## src/rtl/fp_min_pipe_if.sv

```systemverilog
// fp_min_pipe_if: handshake and operand/result bundle for fp_min_pipe.
//   Input side : in_valid, in_ready, a_sign/a_expo/a_mant, b_sign/b_expo/b_mant
//   Output side: out_valid, out_ready, res_sign/res_expo/res_mant, res_nv
//   slave  modport : the min unit (consumes operands, produces results)
//   master modport : the surrounding datapath (produces operands, consumes results)
interface fp_min_pipe_if #(
   parameter int unsigned SIGN_W = 1,
   parameter int unsigned EXPO_W = 8,
   parameter int unsigned MANT_W = 23
);
   logic              in_valid;
   logic              in_ready;
   logic [SIGN_W-1:0] a_sign;
   logic [EXPO_W-1:0] a_expo;
   logic [MANT_W-1:0] a_mant;
   logic [SIGN_W-1:0] b_sign;
   logic [EXPO_W-1:0] b_expo;
   logic [MANT_W-1:0] b_mant;
   logic              out_valid;
   logic              out_ready;
   logic [SIGN_W-1:0] res_sign;
   logic [EXPO_W-1:0] res_expo;
   logic [MANT_W-1:0] res_mant;
   logic              res_nv;

   modport slave (
      input  in_valid, a_sign, a_expo, a_mant, b_sign, b_expo, b_mant, out_ready,
      output in_ready, out_valid, res_sign, res_expo, res_mant, res_nv
   );

   modport master (
      output in_valid, a_sign, a_expo, a_mant, b_sign, b_expo, b_mant, out_ready,
      input  in_ready, out_valid, res_sign, res_expo, res_mant, res_nv
   );
endinterface

```

## src/rtl/fp_min_pipe.sv

```systemverilog
// fp_min_pipe: two-stage pipelined IEEE-754 minimumNumber (RISC-V FMIN) on unpacked fields.
//   clk : clock, rising edge
//   rst : synchronous active-high reset
//   bus : fp_min_pipe_if.slave -- operand pair in (valid/ready), result out (valid/ready)
// S1 registers operands, NaN class bits and the magnitude compare; S2 registers the
// selected result and the invalid flag. SIGN_W must be 1.
module fp_min_pipe #(
   parameter int unsigned SIGN_W = 1,
   parameter int unsigned EXPO_W = 8,
   parameter int unsigned MANT_W = 23
) (
   input logic          clk,
   input logic          rst,
   fp_min_pipe_if.slave bus
);
   localparam int unsigned MagW = EXPO_W + MANT_W;

   // Stage enables: a stage loads when empty or when its contents move on.
   logic s1_valid, s2_valid;
   logic s1_en, s2_en;

   assign s2_en        = !s2_valid || bus.out_ready;
   assign s1_en        = !s1_valid || s2_en;
   assign bus.in_ready = s1_en;

   // Input classification.
   logic            a_nan, b_nan, a_snan, b_snan;
   logic [MagW-1:0] a_mag, b_mag;

   assign a_nan  = (&bus.a_expo) && (|bus.a_mant);
   assign b_nan  = (&bus.b_expo) && (|bus.b_mant);
   assign a_snan = a_nan && !bus.a_mant[MANT_W-1];
   assign b_snan = b_nan && !bus.b_mant[MANT_W-1];
   assign a_mag  = {bus.a_expo, bus.a_mant};
   assign b_mag  = {bus.b_expo, bus.b_mant};

   // Stage 1 state.
   logic [SIGN_W-1:0] s1_a_sign, s1_b_sign;
   logic [EXPO_W-1:0] s1_a_expo, s1_b_expo;
   logic [MANT_W-1:0] s1_a_mant, s1_b_mant;
   logic              s1_a_nan, s1_b_nan, s1_nv;
   logic              s1_a_le_b, s1_b_le_a;

   always_ff @(posedge clk) begin
      if (rst) begin
         s1_valid  <= 1'b0;
         s1_a_sign <= '0;
         s1_a_expo <= '0;
         s1_a_mant <= '0;
         s1_b_sign <= '0;
         s1_b_expo <= '0;
         s1_b_mant <= '0;
         s1_a_nan  <= 1'b0;
         s1_b_nan  <= 1'b0;
         s1_nv     <= 1'b0;
         s1_a_le_b <= 1'b0;
         s1_b_le_a <= 1'b0;
      end else if (s1_en) begin
         s1_valid <= bus.in_valid;
         if (bus.in_valid) begin
            s1_a_sign <= bus.a_sign;
            s1_a_expo <= bus.a_expo;
            s1_a_mant <= bus.a_mant;
            s1_b_sign <= bus.b_sign;
            s1_b_expo <= bus.b_expo;
            s1_b_mant <= bus.b_mant;
            s1_a_nan  <= a_nan;
            s1_b_nan  <= b_nan;
            s1_nv     <= a_snan || b_snan;
            s1_a_le_b <= (a_mag <= b_mag);
            s1_b_le_a <= (b_mag <= a_mag);
         end
      end
   end

   // Result selection from S1 contents.
   logic              pick_a, canon;
   logic [SIGN_W-1:0] sel_sign;
   logic [EXPO_W-1:0] sel_expo;
   logic [MANT_W-1:0] sel_mant;

   always_comb begin
      pick_a = 1'b1;
      canon  = 1'b0;
      if (s1_a_nan && s1_b_nan) begin
         canon = 1'b1;
      end else if (s1_a_nan) begin
         pick_a = 1'b0;
      end else if (s1_b_nan) begin
         pick_a = 1'b1;
      end else if (s1_a_sign != s1_b_sign) begin
         pick_a = s1_a_sign[0];
      end else if (s1_a_sign[0] == 1'b0) begin
         // Positive: smaller magnitude wins; ties go to A.
         pick_a = s1_a_le_b;
      end else begin
         // Negative: larger magnitude wins; ties go to A.
         pick_a = s1_b_le_a;
      end

      if (canon) begin
         sel_sign           = '0;
         sel_expo           = '1;
         sel_mant           = '0;
         sel_mant[MANT_W-1] = 1'b1;
      end else if (pick_a) begin
         sel_sign = s1_a_sign;
         sel_expo = s1_a_expo;
         sel_mant = s1_a_mant;
      end else begin
         sel_sign = s1_b_sign;
         sel_expo = s1_b_expo;
         sel_mant = s1_b_mant;
      end
   end

   // Stage 2 state drives the outputs directly.
   logic [SIGN_W-1:0] s2_sign;
   logic [EXPO_W-1:0] s2_expo;
   logic [MANT_W-1:0] s2_mant;
   logic              s2_nv;

   always_ff @(posedge clk) begin
      if (rst) begin
         s2_valid <= 1'b0;
         s2_sign  <= '0;
         s2_expo  <= '0;
         s2_mant  <= '0;
         s2_nv    <= 1'b0;
      end else if (s2_en) begin
         s2_valid <= s1_valid;
         if (s1_valid) begin
            s2_sign <= sel_sign;
            s2_expo <= sel_expo;
            s2_mant <= sel_mant;
            s2_nv   <= s1_nv;
         end
      end
   end

   assign bus.out_valid = s2_valid;
   assign bus.res_sign  = s2_sign;
   assign bus.res_expo  = s2_expo;
   assign bus.res_mant  = s2_mant;
   assign bus.res_nv    = s2_nv;
endmodule

```

## src/flat_wrapper.sv

```systemverilog
// flat-port wrapper written by rule: the top's interface ports become plain ports
module fp_min_pipe_flat 
#(
   parameter int unsigned SIGN_W = 1,
   parameter int unsigned EXPO_W = 8,
   parameter int unsigned MANT_W = 23
)
  (clk, rst, bus_in_valid, bus_a_sign, bus_a_expo, bus_a_mant, bus_b_sign, bus_b_expo, bus_b_mant, bus_out_ready, bus_in_ready, bus_out_valid, bus_res_sign, bus_res_expo, bus_res_mant, bus_res_nv);
  fp_min_pipe_if #(.SIGN_W(SIGN_W), .EXPO_W(EXPO_W), .MANT_W(MANT_W)) bus_i ();
  input logic clk;
  input logic rst;
  input wire logic [$bits(bus_i.in_valid)-1:0] bus_in_valid;
  input wire logic [$bits(bus_i.a_sign)-1:0] bus_a_sign;
  input wire logic [$bits(bus_i.a_expo)-1:0] bus_a_expo;
  input wire logic [$bits(bus_i.a_mant)-1:0] bus_a_mant;
  input wire logic [$bits(bus_i.b_sign)-1:0] bus_b_sign;
  input wire logic [$bits(bus_i.b_expo)-1:0] bus_b_expo;
  input wire logic [$bits(bus_i.b_mant)-1:0] bus_b_mant;
  input wire logic [$bits(bus_i.out_ready)-1:0] bus_out_ready;
  output wire logic [$bits(bus_i.in_ready)-1:0] bus_in_ready;
  output wire logic [$bits(bus_i.out_valid)-1:0] bus_out_valid;
  output wire logic [$bits(bus_i.res_sign)-1:0] bus_res_sign;
  output wire logic [$bits(bus_i.res_expo)-1:0] bus_res_expo;
  output wire logic [$bits(bus_i.res_mant)-1:0] bus_res_mant;
  output wire logic [$bits(bus_i.res_nv)-1:0] bus_res_nv;
  assign bus_i.in_valid = bus_in_valid;
  assign bus_i.a_sign = bus_a_sign;
  assign bus_i.a_expo = bus_a_expo;
  assign bus_i.a_mant = bus_a_mant;
  assign bus_i.b_sign = bus_b_sign;
  assign bus_i.b_expo = bus_b_expo;
  assign bus_i.b_mant = bus_b_mant;
  assign bus_i.out_ready = bus_out_ready;
  assign bus_in_ready = bus_i.in_ready;
  assign bus_out_valid = bus_i.out_valid;
  assign bus_res_sign = bus_i.res_sign;
  assign bus_res_expo = bus_i.res_expo;
  assign bus_res_mant = bus_i.res_mant;
  assign bus_res_nv = bus_i.res_nv;
  fp_min_pipe #(.SIGN_W(SIGN_W), .EXPO_W(EXPO_W), .MANT_W(MANT_W)) u_core (.clk(clk), .rst(rst), .bus(bus_i));
endmodule
```

## config.mk

```make
export PLATFORM = sky130hd
export DESIGN_NAME = fp_min_pipe_flat
export DESIGN_NICKNAME = d
export VERILOG_FILES = /design/src/rtl/fp_min_pipe_if.sv /design/src/rtl/fp_min_pipe.sv /design/src/flat_wrapper.sv
export SDC_FILE = /design/constraint.sdc
export NUM_CORES = 1
export LEC_CHECK = 0
export ABC_AREA = 1
export CAP_MARGIN = 20
export CORE_MARGIN = 2
export CORE_UTILIZATION = 52
export CTS_CLUSTER_DIAMETER = 120
export DETAILED_ROUTE_END_ITERATION = 10
export GPL_ROUTABILITY_DRIVEN = 0
export PLACE_DENSITY_LB_ADDON = 0.05
export RECOVER_POWER = 50
export SETUP_SLACK_MARGIN = 0.2
export SLEW_MARGIN = 40
export SYNTH_ARGS = -nofsm -noshare
export SYNTH_HDL_FRONTEND = slang
export SYNTH_SLANG_ARGS = --single-unit
```

## constraint.sdc

```tcl
create_clock -name clk -period 1.89 [get_ports clk]
set_input_delay 0.378 -clock clk [delete_from_list [all_inputs] [get_ports clk]]
set_output_delay 0.378 -clock clk [all_outputs]
set_load 0.005 [all_outputs]
```

==> out/metrics.cfg <==
[place]
dpl.cell_count=946
placed_area_um2=6540
post-place-ws_ps=-331
io_buffers=102
dp_hpwl_um=9630

[final_layout]
diodes=0
layout-drive-gt1-share_pct=15.6
layout_common_cells=102 x dfxtp_1, 99 x clkdlybuf4s50_1, 91 x nand2_1
final_util_pct=73.6
layout-area-overhead-vs-synth_pct=36.4
nets=927
final_common_cell=dfxtp_1
final_cell_count_no_fill=962
postLayoutCellArea_um2=6870

[pwr]
peakVddDrop_uv=436
p_leak_nw=3.07
power_mw=4.95
power.density_nw_per_um2=721

[clock_network]
cts_made_buffers=9
cts_root_buffer=clkbuf_8
cts_tree=built
clk_pin_slew_ps=100
post_cts_buffers=0
clkLatencyLatePin_ps=380
htree_levels=3
cts_buffer_depth=2
ctsHoldBuffers=0
clock-sinks=104

[sta]
fmax_ghz=0.590
slew_headroom_pct=51.6
tightest_slew_ps=726
hold_slack_ps=454
setup_ws_ps=194
setup_viol=0
drv_slew=0
rsz0062_at_grt=yes
finalCriticalPeriod_ps=1700
finalHoldViolCount=0
timing.final.crit_share_pct=89.7
fin_setup_tns_ps=0
finClkSkew_ps=13.8

[logic_synthesis]
yosys_warnings=0
synth_top_family_by_area=compound AO/OA/AOI/OAI gates
muxShareOfSynthArea_pct=0
synth_top_cell_by_area=dfxtp_1
synth-xor-area-share_pct=0
syn-num-nets=778
synth_compound_area_share_pct=22.5
ys_types=28
ys_seq_area_share_pct=41.4
syn-cell-area_um2=5030
synth.avg_cell_area_um2=7.42
netlist_instances=679
yosys.area_share.simple_pct=17.9
yosys-top-cells-area=dfxtp_1 41%, a21oi_1 8.2%, ha_1 7.7%
synth_top_area_share_pct=41.4
synthAdderAreaFrac_pct=7.70
ys_ff_latch=104

[routing]
postRouteAntennaNets=0
wl_per_cell_um=14.1
dr.pass1.iters=5
vias=5035
routed_wl_um=13600
drt-initial-drc-count=209
drc=0
viasPerCell=5.23

[critical_path]
cp-start-kind=primary input
endpoint_kind=flop
path_cells=clkdlybuf4s50_1 > inv_2 > ha_4 > nand2_2 > inv_1 > nand2_1 > nand2_1 > nand2_1 > nand3_2 > nor2_2 > nand3_1 > nand2_1 > inv_1
path_buf_inv=4
critPathMaxFanout=2
critPathMostFrequentCell=nand2_1
arrival_ps=1970
path_class=primary input to flop
worstPathRequired_ps=2170
max_stage_delay_ps=510
crit_slowest_cell=clkdlybuf4s50_1
critPathTopFamily=buffers and inverters

[flow_run]
drv_cap=0

[floorplanning]
die_y_um=102
core_area_um2=9330
die_w_um=102
start_util_pct=54.0
rows=35
die-area_um2=10500
ios=103

[worst_hold_path]
hold_class=primary input to flop

[global_route]
gr-usage-all-layers_pct=26.3
antenna_found_initial=0
grt_max_degree=59
grt_overflow=0
first_global_vias=4772
grt_pass1_wl_um=21700

[outcome]
outcome=finished clean

## flip-flops by register name, indices dropped and copies added, names as in the netlist, 8 cells and up
name,cells
u_core.s1_a_expo,8
u_core.s1_b_expo,8
u_core.s1_a_mant,23
u_core.bus.res_expo,8
u_core.bus.res_mant,23
u_core.s1_b_mant,23
## final cells by class
class / count / area, um2
repair buffers: 173 / 1570
fillers: 773 / 2460
flip-flops and latches: 104 / 2080
well taps: 129 / 161
clock inverters: 7 / 78.8
inverters: 79 / 297
clock buffers: 9 / 124
multi-input cells: 461 / 2550
## cells in the mapped netlist, drive strengths merged
master / count
nor3: 1
nand3b: 1
nand4: 7
a21oi: 85
dfxtp: 104
nand3: 12
ha: 31
buf: 20
inv: 79
clkbuf: 15
nor2: 97
o22ai: 9
nand2: 99
o21ai: 117
o211ai: 2
## metal layers
metal	vias up	part of all wire (%)	wire, um	track usage, %
li1	2528	-	-	-
met1	2335	44	6010	34.2
met2	154	49	6580	45.2
met3	18	5.8	785	4.31
met4	0	1.4	186	7.59
met5	-	0	0	0
## worst reg2reg max path, cell delays in order (launching register included)
cell	delay (ps)
dfxtp_1	350
inv_1	80
nand2_1	50
nand2_1	70
nand2_2	60
nand2_4	240
nand2_1	340
o22ai_1	270
a21oi_1	100
## what timing repair did
item	4_1_cts	5_1_grt
pin swaps	2	9
setup endpoints to repair	3	23
gates resized for setup	9	32
gates cloned	0	0
## logic make-up after synthesis
family                     count (synthesis)
buffers and inverters                    114
DFF                                      104
AOI/OAI and AO/OA                        213
and+or+nand+nor                          217
adders and majority gates                 31
## power breakdown
part           internal [mW]  switching [mW]
Combinational          0.524           0.559
Clock                  0.626           0.820
Sequential              2.34          0.0793
## final timing paths
path                             end  cells after the start  slack, ps                 from
max                 u_core.s1_b_le_a                     13        190        bus_b_expo[3]
min             u_core.s1_b_mant[22]                      3        450       bus_b_mant[22]
max reg2reg  u_core.bus.res_mant[22]                      8        240     u_core.s1_b_sign
min reg2reg      u_core.s1_a_mant[0]                      2        470  u_core.s1_a_mant[0]
(Power assumes the default switching activity.)
